### config.mk
export PLATFORM = sky130hd
export DESIGN_NAME = echo_pipeline_sequencer
export DESIGN_NICKNAME = d
export VERILOG_FILES = /design/src/rtl/echo_pipeline_sequencer_pkg.sv /design/src/rtl/echo_pipeline_sequencer_handshake.sv /design/src/rtl/echo_pipeline_sequencer.sv
export SDC_FILE = /design/constraint.sdc
export NUM_CORES = 1
export LEC_CHECK = 0
export ABC_CLOCK_PERIOD_IN_PS = 2950
export BUFFER_PORTS_ARGS = -buffer_cell sky130_fd_sc_hd__buf_2
export CAP_MARGIN = 20
export CORE_MARGIN = 3
export CORE_UTILIZATION = 47
export DETAILED_ROUTE_END_ITERATION = 10
export GPL_TIMING_DRIVEN = 0
export PLACE_DENSITY = 0.87
export SKIP_CTS_REPAIR_TIMING = 1
export SYNTH_ARGS = -nofsm -noshare
export SYNTH_HDL_FRONTEND = slang
export SYNTH_SLANG_ARGS = --single-unit
export TNS_END_PERCENT = 1
### constraint.sdc
create_clock -name clk_operation -period 2.95 [get_ports clk_operation]
set_input_delay 0.1475 -clock clk_operation [delete_from_list [all_inputs] [get_ports clk_operation]]
set_output_delay 0.1475 -clock clk_operation [all_outputs]
set_load 0.02 [all_outputs]
### src/rtl/echo_pipeline_sequencer_pkg.sv
// Shared types and constants for the echo pipeline sequencer.
// Used by both the top FSM and the stage handshake sub-module.
package echo_pipeline_sequencer_pkg;

  typedef enum logic [2:0] {
    ST_IDLE = 3'd0,
    ST_CONV = 3'd1,
    ST_LAG  = 3'd2,
    ST_CORE = 3'd3,
    ST_OUT  = 3'd4
  } seq_state_e;

  typedef enum logic [1:0] {
    STG_CONV   = 2'd0,
    STG_LAG    = 2'd1,
    STG_APPROX = 2'd2,
    STG_CANCEL = 2'd3
  } stage_e;

  typedef enum logic [1:0] {
    HS_IDLE  = 2'd0,
    HS_PULSE = 2'd1,
    HS_WAIT  = 2'd2
  } hs_phase_e;

  localparam logic [63:0] DOUBLE_ZERO       = 64'h0;
  localparam int          DEF_PULSE_CYCLES  = 2;
  localparam int          DEF_TIMEOUT       = 1024;
  localparam int          DEF_MAX_ITERATION = 512;
  localparam int          ITER_W            = 11;
  localparam logic [ITER_W-1:0] ITER_MAX    = '1;

  function automatic logic [ITER_W-1:0] sat_inc_iter(input logic [ITER_W-1:0] v);
    return (v == ITER_MAX) ? v : v + 1'b1;
  endfunction

endpackage

### src/rtl/echo_pipeline_sequencer_handshake.sv
// Shared stage handshake: fixed-width enable pulse, then a bounded wait for the
// selected stage's ready. One instance serves all four stages via start_stage.
module echo_pipeline_sequencer_handshake
  import echo_pipeline_sequencer_pkg::*;
#(
  parameter int PULSE_CYCLES = DEF_PULSE_CYCLES,
  parameter int TIMEOUT      = DEF_TIMEOUT
) (
  input  logic       clk_operation,
  input  logic       rst_n,
  input  logic       start,
  input  logic [1:0] start_stage,
  input  logic [3:0] ready,
  output logic [3:0] enable,
  output logic       done,
  output logic       timeout
);

  localparam logic [3:0]  PULSE_W   = 4'(PULSE_CYCLES);
  localparam logic [15:0] TIMEOUT_W = 16'(TIMEOUT);

  hs_phase_e   phase_q, phase_d;
  logic [3:0]  pulse_cnt_q, pulse_cnt_d;
  logic [15:0] wait_cnt_q, wait_cnt_d;
  logic [1:0]  stage_q, stage_d;

  always_ff @(posedge clk_operation or negedge rst_n) begin
    if (!rst_n) begin
      phase_q     <= HS_IDLE;
      pulse_cnt_q <= '0;
      wait_cnt_q  <= '0;
      stage_q     <= '0;
    end else begin
      phase_q     <= phase_d;
      pulse_cnt_q <= pulse_cnt_d;
      wait_cnt_q  <= wait_cnt_d;
      stage_q     <= stage_d;
    end
  end

  always_comb begin
    phase_d     = phase_q;
    pulse_cnt_d = pulse_cnt_q;
    wait_cnt_d  = wait_cnt_q;
    stage_d     = stage_q;
    done        = 1'b0;
    timeout     = 1'b0;
    enable      = '0;

    case (phase_q)
      HS_PULSE: begin
        enable[stage_q] = 1'b1;
        if (pulse_cnt_q == 4'd1) begin
          phase_d    = HS_WAIT;
          wait_cnt_d = TIMEOUT_W;
        end else begin
          pulse_cnt_d = pulse_cnt_q - 4'd1;
        end
      end
      HS_WAIT: begin
        // Ready on the last allowed wait cycle still wins over the timeout.
        if (ready[stage_q]) begin
          done    = 1'b1;
          phase_d = HS_IDLE;
        end else if (wait_cnt_q == 16'd1) begin
          timeout = 1'b1;
          phase_d = HS_IDLE;
        end else begin
          wait_cnt_d = wait_cnt_q - 16'd1;
        end
      end
      default: ;
    endcase

    if (start) begin
      phase_d     = HS_PULSE;
      pulse_cnt_d = PULSE_W;
      stage_d     = start_stage;
    end
  end

endmodule

### src/rtl/echo_pipeline_sequencer.sv
// Per-sample sequencer for the lag16 echo-cancellation chain (TRAIN then CANCEL).
// Optional SEQ_STATUS_COUNTERS_EN adds saturating overrun/timeout event counters.
//
// state   | meaning
// IDLE    | waiting for sampling_cycle_counter == 0
// CONV    | sig16b-to-double stage pulsed / awaiting ready_conv
// LAG     | lag generator pulsed / awaiting ready_lag
// CORE    | approximation (TRAIN) or cancellation (CANCEL) in flight
// OUT     | one cycle: latch double_out, update iteration and mode
module echo_pipeline_sequencer
  import echo_pipeline_sequencer_pkg::*;
#(
  parameter int PULSE_CYCLES  = DEF_PULSE_CYCLES,
  parameter int TIMEOUT       = DEF_TIMEOUT,
  parameter int MAX_ITERATION = DEF_MAX_ITERATION
) (
  input  logic        clk_operation,
  input  logic        rst_n,
  input  logic [12:0] sampling_cycle_counter,
  input  logic        ready_conv,
  input  logic        ready_lag,
  input  logic        ready_approx,
  input  logic        ready_cancel,
  input  logic [63:0] e,
  input  logic [63:0] signal_without_echo,
  output logic        enable_conv,
  output logic        enable_lag,
  output logic        enable_approx,
  output logic        enable_cancel,
  output logic        enable_sampling_lag,
  output logic        enable_sampling_approx,
  output logic        enable_sampling_cancel,
  output logic        enable_out,
  output logic [63:0] double_out,
  output logic        train_mode,
  output logic [10:0] iteration,
  output logic        overrun,
`ifdef SEQ_STATUS_COUNTERS_EN
  output logic [15:0] overrun_count,
  output logic [15:0] timeout_count,
`endif
  output logic        timeout_err
);

  localparam logic [ITER_W-1:0] MAX_ITER_W = ITER_W'(MAX_ITERATION);

  seq_state_e        state_q, state_d;
  logic [63:0]       double_out_q, double_out_d;
  logic              enable_out_q, enable_out_d;
  logic [ITER_W-1:0] iteration_q, iteration_d;
  logic              train_mode_q, train_mode_d;
  logic              samp_core_q, samp_core_d;
  logic              overrun_q, overrun_d;
  logic              timeout_err_q, timeout_err_d;

  logic       sample_start, overrun_evt, timeout_evt;
  logic       hs_start, hs_done, hs_timeout;
  stage_e     hs_stage, core_stage;
  logic [3:0] hs_enable;

  echo_pipeline_sequencer_handshake #(
    .PULSE_CYCLES(PULSE_CYCLES),
    .TIMEOUT     (TIMEOUT)
  ) u_handshake (
    .clk_operation(clk_operation),
    .rst_n        (rst_n),
    .start        (hs_start),
    .start_stage  (hs_stage),
    .ready        ({ready_cancel, ready_approx, ready_lag, ready_conv}),
    .enable       (hs_enable),
    .done         (hs_done),
    .timeout      (hs_timeout)
  );

  always_ff @(posedge clk_operation or negedge rst_n) begin
    if (!rst_n) begin
      state_q       <= ST_IDLE;
      double_out_q  <= DOUBLE_ZERO;
      enable_out_q  <= 1'b0;
      iteration_q   <= '0;
      train_mode_q  <= 1'b1;
      samp_core_q   <= 1'b0;
      overrun_q     <= 1'b0;
      timeout_err_q <= 1'b0;
    end else begin
      state_q       <= state_d;
      double_out_q  <= double_out_d;
      enable_out_q  <= enable_out_d;
      iteration_q   <= iteration_d;
      train_mode_q  <= train_mode_d;
      samp_core_q   <= samp_core_d;
      overrun_q     <= overrun_d;
      timeout_err_q <= timeout_err_d;
    end
  end

  always_comb begin
    state_d      = state_q;
    double_out_d = double_out_q;
    enable_out_d = enable_out_q;
    iteration_d  = iteration_q;
    train_mode_d = train_mode_q;
    samp_core_d  = samp_core_q;
    hs_start     = 1'b0;
    hs_stage     = STG_CONV;
    timeout_evt  = 1'b0;
    sample_start = (sampling_cycle_counter == 13'd0);
    overrun_evt  = sample_start && (state_q != ST_IDLE);
    core_stage   = train_mode_q ? STG_APPROX : STG_CANCEL;

    case (state_q)
      ST_IDLE: if (sample_start) begin
        state_d  = ST_CONV;
        hs_start = 1'b1;
        hs_stage = STG_CONV;
      end
      ST_CONV: if (hs_done) begin
        state_d  = ST_LAG;
        hs_start = 1'b1;
        hs_stage = STG_LAG;
      end
      ST_LAG: if (hs_done) begin
        state_d     = ST_CORE;
        samp_core_d = 1'b1;
        hs_start    = 1'b1;
        hs_stage    = core_stage;
      end
      ST_CORE: if (hs_done) state_d = ST_OUT;
      ST_OUT: begin
        double_out_d = train_mode_q ? e : signal_without_echo;
        enable_out_d = 1'b1;
        // Mode flips here only, so the next sample is the first in CANCEL.
        if (train_mode_q) begin
          iteration_d = sat_inc_iter(iteration_q);
          if (iteration_d >= MAX_ITER_W) train_mode_d = 1'b0;
        end
        state_d = ST_IDLE;
      end
      default: state_d = ST_IDLE;
    endcase

    if (hs_timeout) begin
      timeout_evt = 1'b1;
      state_d     = ST_IDLE;
    end

    overrun_d     = overrun_q | overrun_evt;
    timeout_err_d = timeout_err_q | timeout_evt;
  end

`ifdef SEQ_STATUS_COUNTERS_EN
  logic [15:0] overrun_count_q, overrun_count_d;
  logic [15:0] timeout_count_q, timeout_count_d;

  always_ff @(posedge clk_operation or negedge rst_n) begin
    if (!rst_n) begin
      overrun_count_q <= '0;
      timeout_count_q <= '0;
    end else begin
      overrun_count_q <= overrun_count_d;
      timeout_count_q <= timeout_count_d;
    end
  end

  always_comb begin
    overrun_count_d = overrun_count_q;
    timeout_count_d = timeout_count_q;
    if (overrun_evt && overrun_count_q != 16'hFFFF) overrun_count_d = overrun_count_q + 16'd1;
    if (timeout_evt && timeout_count_q != 16'hFFFF) timeout_count_d = timeout_count_q + 16'd1;
  end

  assign overrun_count = overrun_count_q;
  assign timeout_count = timeout_count_q;
`endif

  assign enable_conv            = hs_enable[STG_CONV];
  assign enable_lag             = hs_enable[STG_LAG];
  assign enable_approx          = hs_enable[STG_APPROX];
  assign enable_cancel          = hs_enable[STG_CANCEL];
  assign enable_sampling_lag    = 1'b1;
  assign enable_sampling_approx = samp_core_q;
  assign enable_sampling_cancel = samp_core_q;
  assign enable_out             = enable_out_q;
  assign double_out             = double_out_q;
  assign train_mode             = train_mode_q;
  assign iteration              = iteration_q;
  assign overrun                = overrun_q;
  assign timeout_err            = timeout_err_q;

endmodule

* Word-level counts from Yosys, hierarchy flattened
Cells that the tools add are included.
** Word-level totals
- Bits in latches :: 0
- Input port bits :: 147
- Memories :: 0
- Memory bits (writable) :: 0
- ROM bits :: 0
- Register bits after elaboration :: 107
- Logic and storage cells :: 94
** Operators by class
- Multipliers :: 0
- Div/mod/pow operators :: 0
- Equality and inequality tests :: 19
- Multiplexer cells :: 40
- Order comparisons :: 3
- Bitwise operators :: 2
- $add $sub $neg :: 3
- Shifts and indexed selects :: 0
- Reduce and logical (&&, ||, !) cells :: 15
** Operators with widths (number)
- $mux W64 :: 1
- $mux W16 :: 3
- $pmux W16 S2 :: 1
- $eq A16 B1 Y1 const B :: 1
- $mux W4 :: 4
- $sub A16 B1 Y16 const B :: 1
- $mux W3 :: 5
- $mux W1 :: 14
- $logic_not A13 Y1 :: 1
- $ne A3 B3 Y1 const B :: 4
- $pmux W3 S4 :: 1
- $add A11 B1 Y11 const B :: 1
- $eq A11 B11 Y1 const B :: 1
- $ge A11 B10 Y1 const B :: 1
- $mux W11 :: 1
- $mux W2 :: 5
- $pmux W2 S2 :: 2
- $reduce_and A4 Y1 :: 2
- $eq A3 B2 Y1 const B :: 2
- $ne A2 B2 Y1 const B :: 3
- $reduce_and A2 Y1 :: 3
- $reduce_bool A3 Y1 :: 2
- $eq A4 B1 Y1 const B :: 1
- $ne A4 B2 Y1 const B :: 1
- 18 further kinds :: 21

* Logic depth before layout (Yosys ltp)
Gate-level depths: netlist (run 1).
- Depth in word-level cells :: 8
- Mapped depth :: 8
- Mapped depth without buffers :: 7

* Hierarchy
From an unflattened synthesis (run 1), not the netlist that was laid out.
** Unflattened totals
- Cell total of the unflattened synthesis :: 524
- Area total of the unflattened synthesis :: 5315.1 µm²
** Modules (own cells, without submodules)
- echo_pipeline_sequencer :: times used 1, area each 3900.0 µm², sequential area each 2078.2 µm², cells an instance 374
- echo_pipeline_sequencer_handshake :: times used 1, area each 1415.1 µm², sequential area each 600.6 µm², cells an instance 150

* Least setup slack after synthesis (run 1)
No wires, ideal clock.
- Path kind :: reg-to-reg
- From :: reg u_handshake.wait_cnt_q[11]
- To :: reg u_handshake.wait_cnt_q[15]
- Clock period less this slack :: 2354 ps
- Slack :: 596 ps
- Data arrival time :: 2276 ps
- Cell stages (with the launch flop) :: 6
- Library setup time :: 77 ps
- Path through :: dfrtp_1 or4_4 or2_4 or4_4 or4_1 a21oi_1
** On the way
- Cells in the longest elaborated chain, start to end :: 4
- Elaborated cells on any way between the ends :: 7
- Classes of those cells :: 1 x add/sub; 2 x eq/ne; 3 x mux; 1 x reduce/logical
** Ends and longest elaborated chain
- from (decl) :: RTL line echo_pipeline_sequencer_handshake.sv:24 : logic [15:0] wait_cnt_q, wait_cnt_d;
- from (signal assigned) :: RTL line echo_pipeline_sequencer_handshake.sv:36 : wait_cnt_q <= wait_cnt_d;
- $sub A16 B1 Y16 :: RTL line echo_pipeline_sequencer_handshake.sv:69 : wait_cnt_d = wait_cnt_q - 16'd1;
- $mux W16 :: RTL line echo_pipeline_sequencer_handshake.sv:65 : end else if (wait_cnt_q == 16'd1) begin
- $mux W16 :: RTL line echo_pipeline_sequencer_handshake.sv:62 : if (ready[stage_q]) begin
- $pmux W16 S2 :: RTL line echo_pipeline_sequencer_handshake.sv:50 : case (phase_q)
Several ways; a longest one is shown, not always the timed one. The select of a mux whose other input is x is not followed.
A chain may end at the register's enable or synchronous reset.

* Final worst setup path (run 1)
- From :: reg train_mode_q, in the netlist train_mode
- To :: reg double_out_q[2], in the netlist double_out[2]
** On the way
- Cells in the longest elaborated chain, start to end :: 1
** Ends and longest elaborated chain
- from (decl) :: RTL line echo_pipeline_sequencer.sv:51 : logic train_mode_q, train_mode_d;
- from (signal assigned) :: RTL line echo_pipeline_sequencer.sv:90 : train_mode_q <= train_mode_d;
- $mux W64 :: RTL line echo_pipeline_sequencer.sv:130 : double_out_d = train_mode_q ? e : signal_without_echo;
- to (signal assigned) :: RTL line echo_pipeline_sequencer.sv:87 : double_out_q <= double_out_d;
- to (decl) :: RTL line echo_pipeline_sequencer.sv:48 : logic [63:0] double_out_q, double_out_d;
Every way passes these cells.

==> results.yml, run 1 <==
run_status:
  status: "finished clean"
synth:
  ys_types: 48
  synth_edf_count: 0
  syn_inst: 507
  yosys.area.top_type_share_pct: 51.6
  yosysSeqAreaShare_pct: 52.1
  synth.area.top_cells: "dfrtp_1 52%, mux2i_1 13%, a21oi_1 6.8%, nor2_1 5.8%, clkbuf_1 1.8%"
  syn_area_per_cell_um2: 10.1
  synth_common_cells: "106 x dfrtp_1, 79 x nor2_1, 70 x a21oi_1"
  ys_async_sr_fraction_pct: 100
  synth_area_mm2: 0.00514
  ys_seq_elements: 107
  synth.largest_area_cell: "dfrtp_1"
  yosysWarnings: 0
  ys.flop_type: "dfrtp_1"
  syn-num-nets: 659
  yosysMostFrequentCell: "dfrtp_1"
worst_setup_path:
  r2r_start: "train_mode"
  cp.required_ns: 3.15
  rr_worst_depth: 5
  cp-startpoint: "train_mode"
  critPathKind: "reg2reg"
  rrSetupSlack_ns: 0.37
  cp_max_fo: 10
  crit_top_cell: "buf_1"
  crit_end: "double_out[2]"
  slowest_stage: "buf_1"
  path_cells: "clkbuf_1, buf_1, buf_1, mux2i_1, a21oi_1"
  r2r_end: "double_out[2]"
  crit_arrival_ns: 2.78
  crit_path_end_kind: "register"
  startpoint_type: "register"
  slowest_delay_ns: 0.61
die:
  die_x_um: 111
  fp.dieH_um: 111
  io_pins: 233
  dieArea_mm2: 0.0122
  num_rows: 37
  start_util_pct: 49.1
  core-area_mm2: 0.0105
routing:
  viasPerCell: 5.30
  wire_per_inst_um: 16.0
  detail_route.iter0.violations: 229
  via_count: 4732
  firstDrtPassIters: 4
  ant_nets: 0
  drcViolationCount: 0
  drt-total-wl_um: 14300
sta:
  max_clock_freq_ghz: 0.388
  slew_violations: 0
  final-setup-viol-count: 0
  rsz0062_at_grt: "false"
  fin_ws_ns: 0.370
  hold_viol_final: 0
  post-route-period-util_pct: 87.5
  final.setup_skew_ns: 0.0124
  timing.final.crit_period_ns: 2.58
  whs_ns: 0.0900
  slew_headroom_pct: 29.4
  worst_pin_slew_ns: 1.06
  tns_ns: 0
clocking:
  clock_path_buffers: 2
  cts_tree: "yes"
  cts_root_buf: "clkbuf_8"
  clk_latency_ns: 0.35
  htreeDepth: 3
  clock_sinks: 107
  cts-buffers-inserted: 9
  path_clk_slew_ns: 0.10
global_routing:
  overflow: 0
  grt_usage_pct: 23.2
  grt_pass1_wl_um: 23400
  grt_start_max_net_pins: 55
  antenna_found_initial: 0
  grt_pass1_vias: 4796
final_layout:
  final_nets: 903
  syn_to_final_growth_pct: 30.2
  n_fill_cell: 894
  drive_gt1_share_pct: 35.1
  regArea_mm2: 0.00268
  num_antenna_cells: 0
  fin_util_pct: 64.0
  multi_input_area_mm2: 0.00232
pwr:
  combPwrFrac_pct: 24.2
  p_seq_share_pct: 52.4
  total_power_mw: 3.50
  switching_share_pct: 32.7
  clockPowerShare_pct: 23.5
  p_per_area_mw_per_mm2: 523
  power_switching_mw: 1.15
  leakagePower_nw: 2.83
  vdd_drop_max_mv: 0.285
  intPower_mw: 2.35
place:
  pre_cts_slack_ns: 0.136
  dpl.hpwl_um: 11300
  place_congestion: 0.868
  io_buffers: 231
worst_hold_path:
  min_path_type: "in2reg"
run:
  cap_violations: 0
[sequential cells by signal (all words and copies together), names as in the netlist, named ones only]
| register | flops |
|---|---|
| state_q | 3 |
| train_mode | 1 |
| double_out | 64 |
| enable_sampling_approx | 1 |
| timeout_err | 1 |
| u_handshake.wait_cnt_q | 16 |
| enable_out | 1 |
| u_handshake.stage_q | 2 |
| iteration | 6 |
| overrun | 1 |
| u_handshake.pulse_cnt_q | 4 |
| u_handshake.phase_q | 2 |
[per-layer routing]
metal / part of all wire, % / GRT usage, % / wire (um) / vias to the layer above
met2: 53 / 42.6 / 7540 / 174
met1: 40 / 27.3 / 5700 / 2264
met5: 0 / 0 / 0 / -
li1: - / - / - / 2281
met3: 6.0 / 4.93 / 855 / 13
met4: 1.4 / 6.24 / 197 / 0
[cell usage in the layout (no fill, tap or decap), drive strengths merged, types with 9 or more instances in the layout]
cell,Yosys,layout
nor2,79,79
buf,6,238
nor3,10,10
nand2,21,21
nor4,9,9
mux2i,69,69
a21oi,70,70
dfrtp,106,106
clkbuf,24,35
xnor2,10,10
nand3,14,14
[area by class of cell]
class | count | share of cell area [%]
plain buffers | 30 | 1.79
well taps | 136 | 2.54
inverters | 6 | 0.337
multi-input cells | 364 | 34.7
clock buffers | 11 | 2.11
flip-flops and latches | 107 | 40.0
clock inverters | 5 | 0.580
repair buffers | 233 | 17.9
[worst max-delay path, delay by kind of cell, from the launching register on]
| kind | cells | cell delay, ns |
|---|---|---|
| buffers and inverters | 3 | 1.46 |
| DFF | 1 | 0.55 |
| muxes | 1 | 0.31 |
| AOI/OAI and AO/OA | 1 | 0.11 |
[worst min path at each step]
stage                                        from                    endpoint  slack, ns  cells after the start
after floorplan                             rst_n  asynchronous set/reset pin      -0.15                      0
after global placement     signal_without_echo[6]               double_out[6]       0.44                      3
after detailed placement                    rst_n              double_out[16]       0.23                      1
after CTS                                   rst_n              double_out[16]      -0.16                      1
after global routing                        e[41]              double_out[41]       0.07                      3
final                     signal_without_echo[47]              double_out[47]       0.09                      3
[power by group through the flow]
stage | Combinational [mW] | Sequential (mW) | Clock [mW]
finish | 0.845 | 1.83 | 0.822
detailed placement | 0.850 | 1.86 | 0
CTS | 0.851 | 1.83 | 0.846
floorplan | 0.429 | 1.91 | 0
global placement | 0.797 | 1.84 | 0
global route | 0.936 | 1.86 | 0.910
[stage by stage]
step	instances	cell area, um^2
after global routing	892	6690
after CTS	891	6680
after floorplan	507	5140
after global placement	874	6470
final	892	6690
after detailed placement	875	6500
[logic make-up (layout without fill, tap and decap cells)]
| group | after synthesis | after routing | synth area share (%) |
|---|---|---|---|
| mux | 73 | 73 | 14.5 |
| compound gates | 102 | 102 | 11.2 |
| xor+xnor | 12 | 12 | 2.04 |
| fa+ha+maj | 5 | 5 | 1.22 |
| flops | 107 | 107 | 52.1 |
| other cells | 1 | 1 | 0.0729 |
| buf+inv | 36 | 285 | 2.77 |
| simple gates | 171 | 171 | 16.0 |
Power figures use the tool's default switching activity.
==> inputs of run 2 (changes only) <==
--- a/config.mk
+++ b/config.mk
@@ -14,2 +14,3 @@
 export GPL_TIMING_DRIVEN = 0
+export MAX_ROUTING_LAYER = met4
 export PLACE_DENSITY = 0.87
==> constraint.sdc (replaced) <==
create_clock -name clk_operation -period 2.95 [get_ports clk_operation]
set_input_delay 0.59 -clock clk_operation [delete_from_list [all_inputs] [get_ports clk_operation]]
set_output_delay 0.59 -clock clk_operation [all_outputs]
set_load 0.02 [all_outputs]
==> results.yml, run 2 (synthesis gave the netlist of run 1 again) <==
run_status:
  status: "finished clean"
die:
  core-area_mm2: 0.0105
  io_pins: 233
  fp.dieH_um: 111
  dieArea_mm2: 0.0122
  die_x_um: 111
  start_util_pct: 49.1
  num_rows: 37
sta:
  slew_violations: 0
  slew_headroom_pct: 29.7
  rsz0062_at_grt: "false"
  final-setup-viol-count: 0
  worst_pin_slew_ns: 1.06
  timing.final.crit_period_ns: 2.60
  post-route-period-util_pct: 88.0
  fin_ws_ns: 0.353
  max_clock_freq_ghz: 0.385
  final.setup_skew_ns: 0.0104
  hold_viol_final: 0
  tns_ns: 0
  whs_ns: 0.272
pwr:
  combPwrFrac_pct: 24.1
  leakagePower_nw: 2.83
  switching_share_pct: 32.8
  p_per_area_mw_per_mm2: 524
  total_power_mw: 3.50
  p_seq_share_pct: 52.4
  intPower_mw: 2.35
  power_switching_mw: 1.15
  vdd_drop_max_mv: 0.285
  clockPowerShare_pct: 23.5
clocking:
  clock_sinks: 107
  cts-buffers-inserted: 9
  htreeDepth: 3
  cts_tree: "yes"
  clock_path_buffers: 2
  cts_root_buf: "clkbuf_8"
  path_clk_slew_ns: 0.10
  clk_latency_ns: 0.35
worst_setup_path:
  crit_path_end_kind: "register"
  startpoint_type: "register"
  rr_worst_depth: 5
  rrSetupSlack_ns: 0.35
  cp.required_ns: 3.15
  crit_arrival_ns: 2.80
  cp_max_fo: 10
  critPathKind: "reg2reg"
  r2r_start: "train_mode"
  r2r_end: "double_out[2]"
routing:
  viasPerCell: 5.32
  ant_nets: 0
  detail_route.iter0.violations: 212
  drt-total-wl_um: 14400
  drcViolationCount: 0
  wire_per_inst_um: 16.1
  firstDrtPassIters: 5
  via_count: 4738
final_layout:
  drive_gt1_share_pct: 35.1
  final_nets: 902
  syn_to_final_growth_pct: 30.0
  largest_register_ffs: 64
  final_cells: 891
  final_common_cell: "buf_2"
  fin_area_mm2: 0.00668
  n_fill_cell: 895
  num_antenna_cells: 0
  layout_common_cells: "230 x buf_2, 106 x dfrtp_1, 79 x nor2_1, 70 x a21oi_1, 69 x mux2i_1"
  fin_util_pct: 63.9
place:
  dp_cells: 875
  io_buffers: 231
  pre_cts_slack_ns: 0.136
  place_congestion: 0.882
  dpl.hpwl_um: 11300
  placed_cell_area_mm2: 0.00650
global_routing:
  grt_use_met3_pct: 4.44
  grt_pass1_wl_um: 23400
  grt_busiest_layer: "met2"
  grt_usage_pct: 23.8
  antenna_found_initial: 0
  overflow: 0
  grt_pass1_vias: 4814
  grt_start_max_net_pins: 55
  grt.met2_usage_pct: 42.8
  use_met1_pct: 27.4
run:
  cap_violations: 0
worst_hold_path:
  min_path_type: "in2async"
==> run 2: critical path: stages, from the launching register on <==
cell and delay, ns:
dfstp_2 0.55, clkbuf_1 0.26, buf_1 0.60, buf_1 0.62, mux2i_1 0.31, a21oi_1 0.11
==> run 2: how the worst max path moves through the flow <==
stage                                          start                         end  cells past startpoint
after global routing                      train_mode              double_out[53]                      5
after detailed placement                  state_q[2]              double_out[18]                      5
final                                     train_mode               double_out[2]                      5
after CTS                                 state_q[2]              double_out[18]                      5
after floorplan           u_handshake.wait_cnt_q[11]  u_handshake.wait_cnt_q[15]                      5
after global placement                         rst_n              double_out[56]                      1
==> run 2: cell type report <==
type	instances	area, um^2	area share (%)
multi-input cells	364	2320	34.8
plain buffers	30	120	1.80
inverters	6	22.5	0.337
flip-flops and latches	107	2680	40.1
clock buffers	11	141	2.12
clock inverters	5	38.8	0.580
well taps	136	170	2.55
repair buffers	232	1190	17.7
==> run 2: power groups by stage <==
stage / clock network, mW / registers, mW / logic, mW
after floorplan: 0 / 1.91 / 0.429
after global placement: 0 / 1.84 / 0.797
after detailed placement: 0 / 1.86 / 0.850
after CTS: 0.846 / 1.83 / 0.851
after global routing: 0.908 / 1.86 / 0.935
final: 0.823 / 1.83 / 0.846
==> run 2: layer usage <==
metal	routed length (um)	vias to the layer above
met5	0	-
met1	5830	2279
li1	-	2281
met3	759	14
met4	206	0
met2	7580	164
